==> config.mk <==
export PLATFORM = sky130hd
export DESIGN_NAME = prog_loader
export DESIGN_NICKNAME = d
export VERILOG_FILES = /design/src/rtl/prog_loader.sv
export SDC_FILE = /design/constraint.sdc
export NUM_CORES = 1
export LEC_CHECK = 0
export BUFFER_PORTS_ARGS = -buffer_cell sky130_fd_sc_hd__buf_4
export CELL_PAD_IN_SITES_DETAIL_PLACEMENT = 1
export CELL_PAD_IN_SITES_GLOBAL_PLACEMENT = 1
export CORE_MARGIN = 5
export CORE_UTILIZATION = 42
export CTS_CLUSTER_DIAMETER = 200
export DETAILED_ROUTE_END_ITERATION = 6
export PLACE_DENSITY_LB_ADDON = 0.12
export SYNTH_ARGS = -nofsm -noshare
export SYNTH_HDL_FRONTEND = slang
export SYNTH_SLANG_ARGS = --single-unit
==> constraint.sdc <==
create_clock -name Clk -period 2.6 [get_ports Clk]
set_input_delay 0.52 -clock Clk [delete_from_list [all_inputs] [get_ports Clk]]
set_output_delay 0.52 -clock Clk [all_outputs]
set_load 0.005 [all_outputs]
==> src/rtl/prog_loader.sv <==
// Instruction-store writer: packs a byte stream into 9-bit words, writes them from
// address 0, verifies a trailing XOR checksum and holds the CPU in reset until done.
module prog_loader #(
   parameter int AW    = 6,
   parameter int IW    = 9,
   parameter int DEPTH = 64
) (
   input  logic          Clk,
   input  logic          Reset,
   input  logic          Start,
   input  logic [AW:0]   Len,
   input  logic          In_valid,
   input  logic [7:0]    In_data,
   output logic          In_ready,
   output logic          Wen,
   output logic [AW-1:0] Waddr,
   output logic [IW-1:0] Wdat,
   output logic          Cpu_hold,
   output logic          Load_done,
   output logic          Err
);

   localparam logic [AW:0] DEPTH_L = (AW+1)'(DEPTH);

   typedef enum logic [2:0] {IDLE, LO, HI, WR, CHK, DONE} state_t;

   state_t      state, state_nx;
   logic        xfer;
   logic        start_acc;
   logic        len_bad;
   logic        done_nx;
   logic [AW:0] len_q;
   logic [AW:0] count;
   logic [AW:0] count_inc;
   logic [7:0]  chk;
   logic [7:0]  wlo;

   // Handshake and strobe are pure functions of state, never of In_valid.
   assign In_ready  = (state == LO) || (state == HI) || (state == CHK);
   assign Wen       = (state == WR);
   assign xfer      = In_valid && In_ready;
   assign start_acc = Start && ((state == IDLE) || (state == DONE));
   assign len_bad   = (Len > DEPTH_L);
   assign count_inc = count + 1'b1;
   assign done_nx   = (state_nx == DONE) && !start_acc;

   always_ff @(posedge Clk) begin
      if (!Reset) state <= IDLE;
      else        state <= state_nx;
   end

   always_comb begin
      state_nx = state;
      case (state)
         IDLE, DONE: begin
            if (start_acc) begin
               if (Len == '0)   state_nx = CHK;
               else if (len_bad) state_nx = DONE;
               else              state_nx = LO;
            end
         end
         LO:  if (xfer) state_nx = HI;
         HI:  if (xfer) state_nx = WR;
         WR:  state_nx = (count_inc == len_q) ? CHK : LO;
         CHK: if (xfer) state_nx = DONE;
         default: state_nx = IDLE;
      endcase
   end

   always_ff @(posedge Clk) begin
      if (!Reset) begin
         len_q     <= '0;
         count     <= '0;
         chk       <= '0;
         wlo       <= '0;
         Waddr     <= '0;
         Wdat      <= '0;
         Err       <= 1'b0;
         Cpu_hold  <= 1'b1;
         Load_done <= 1'b0;
      end else begin
         // A restart from DONE drops Load_done and re-asserts hold for at least a cycle.
         Load_done <= done_nx;
         Cpu_hold  <= !done_nx;
         if (start_acc) begin
            len_q <= Len;
            count <= '0;
            chk   <= '0;
            Err   <= len_bad;
         end
         case (state)
            LO: begin
               if (xfer) begin
                  wlo <= In_data;
                  chk <= chk ^ In_data;
               end
            end
            HI: begin
               if (xfer) begin
                  Wdat  <= IW'({In_data[0], wlo});
                  Waddr <= count[AW-1:0];
                  chk   <= chk ^ In_data;
                  if (In_data[7:1] != 7'd0) Err <= 1'b1;
               end
            end
            WR:  count <= count_inc;
            CHK: if (xfer && (In_data != chk)) Err <= 1'b1;
            default: ;
         endcase
      end
   end

endmodule

==> qor.txt <==
Final worst-path cycle share: 84.5%
Met2 usage: 31.0%
Cell area after synthesis: 0.00258 sq mm
Total GRT Usage: 17.7%
# Post-CTS Setup Buffers: 0
Global routing's busiest layer: met2
Area leader, netlist: dfxtp_1
RSZ-0062 raised after global routing: false
Max Slew Vio Count: 0
F_max: 455 MHz
I/O pin total: 39
Worst-path clk slew: 100 ps
Yosys cell types: 40
# rows: 28
Max-slew headroom: 61.8%
Die W: 88.4 um
Via count: 2,216
Worst-Skew Late Latency: 300 ps
Critical Path End Type: flop
CTS sink cnt: 51
Critical path class: reg2reg
R2R setup slack: 400 ps
Die Ht: 88.4 um
M1 GR Usage: 22.5%
DRT Pass-1 Iters: 4
DR WL/cell: 15.2 um
GRT overflow: 0
Synth-to-Final Area Change: 16.4%
Hold_buf cts: 0
Yosys reg bits: 51
Largest net degree at the start of global routing: 50
Post-CTS resize count: 0
Setup crit start kind: flop
Core area: 0.00596 sq mm
Clock Skew: 9.11 ps
Detailed Route WL: 6.45 mm
Crit Path Max Fanout: 7
PwrDens: 572 mW/mm^2
Commonest cells after routing, fill and taps aside: nand2_1 (79), dfxtp_1 (51), buf_4 (45)
HP Class: reg2reg
Setup TNS Final: 0 ps
RD Place Congestion: 0.766
Measured slew at the worst slew-check pin: 573 ps
Clock Path Buffers: 2
Vias per cell: 5.23
Placed cell areas: 0.00290 sq mm
Final setup margin: 404 ps
# setup viols final: 0
Drt first-iter violations: 74
Die Footprint: 0.00781 sq mm
Seq/Total Area, Yosys: 39.6%
Status: finished clean
Setup WS pre-CTS: 338 ps
Vias in the first global route: 2,279
Final HPWL DP: 4.70 mm
Number of synthesis warnings: 0
PortBufs: 38
H-tree lvl count: 2
Largest cells by area after synthesis: dfxtp_1 (40%), nand2_1 (11%), a21boi_0 (11%)
Root Driver: clkbuf_8
N_diodes: 0
Synth top area share: 39.6%
Post-route DRC: 0
Peak VDD IR: 0.283 mV
Fin cells: 424
CTS buffer count: 5
Initial Utilization: 43.3%
Max-Cap Viols: 0
Initial antenna violation count: 0
CTS tree: yes
Fin nets: 368
Final hold violations: 0
Antenna viol nets, final: 0
First-pass GRT wire length: 10.9 mm
Syn Area/Cell: 8.21 sq um
Placed cell count: 416
Final instance area: 0.00300 sq mm
Synth Net Count: 334
Min Clock Period, post-route: 2200 ps
Cell count after synthesis: 314
Commonest non-fill, non-tap cell in the layout: nand2_1
Layout cells sized above 1: 17.5%
WP data required: 2770 ps
M3 GR Usage: 3.07%
P_leak: 1.11 nW
Crit path DAT: 2360 ps
per-stage QoR:
step | power, mW | utilization [%] | hold WS (ps)
3_3_place_gp | 1.24 | 48.7 | 452
5_1_grt | 1.83 | 50.4 | 478
6_report | 1.72 | 50.4 | 467
3_5_place_dp | 1.25 | 48.7 | 461
2_1_floorplan | 1.13 | - | 441
4_1_cts | 1.74 | 50.4 | 472
state kept, by name, indices dropped and copies added, names as in the netlist:
signal     cells
Waddr          6
chk            8
state          3
len_q          7
Err            1
Load_done      1
Wdat           9
Cpu_hold       1
count          7
wlo            8
power breakdown:
part | internal [mW] | leakage, nW | switching, mW
clock | 0.218 | 0.0474 | 0.267
sequential | 0.825 | 0.414 | 0.0515
combinational | 0.154 | 0.652 | 0.200
total | 1.20 | 1.11 | 0.518
worst max-delay path: stages (launching register included):
cell and delay, ps:
dfxtp_1 460, ha_1 270, nand3_1 150, xnor2_1 170
nor4_1 310, o311ai_2 260, o32ai_4 280, o221ai_1 150
final timing paths:
path	endpoint	depth (start not counted)	startpoint
max reg2reg	Cpu_hold$_SDFF_PN1_	7	count[0]$_SDFFE_PN0P_
min	Wdat[7]$_SDFFE_PN0P_	2	wlo[7]$_SDFFE_PN0P_
min reg2reg	Wdat[7]$_SDFFE_PN0P_	2	wlo[7]$_SDFFE_PN0P_
max	Cpu_hold$_SDFF_PN1_	7	count[0]$_SDFFE_PN0P_
routing by layer:
metal	vias to the layer above	part of all wire (%)
li1	1133	-
met1	1056	47
met2	22	49
met3	5	2.5
met4	0	0.81
met5	-	0
cell usage after synthesis (all sizes together):
master / instances
clkbuf: 13
or2b: 1
and3: 2
a21oi: 13
o311ai: 1
nor3: 8
o221ai: 1
nand3b: 9
or4: 2
and3b: 1
o21ai: 12
nor2b: 10
a2111oi: 2
nand2: 79
nor2: 15
dfxtp: 51
nor3b: 3
buf: 5
inv: 2
xor2: 10
a21boi: 39
ha: 1
a221oi: 1
o221a: 1
nor4: 4
a32o: 1
o31ai: 1
and2: 3
nand3: 7
nand2b: 2
or3: 3
xnor2: 10
o32ai: 1
kinds of logic after synthesis:
logic type	Yosys count	synth area share (%)
XOR/XNOR	20	7.08
buffers and inverters	20	4.51
adder cells (fa/ha/maj)	1	0.485
flip-flops	51	39.6
AO/OA/AOI/OAI	73	20.4
AND/OR/NAND/NOR	149	27.9
cell type report:
class                   instances  area, sq um
clock buffers                   6         82.6
inverters                       2         7.51
well taps                      75         93.8
fillers                       747         2960
flip-flops and latches         51         1020
multi-input cells             243         1440
clock inverters                 2         16.3
repair buffers                 45          338
No activity file was read; power rests on OpenSTA's default activity.
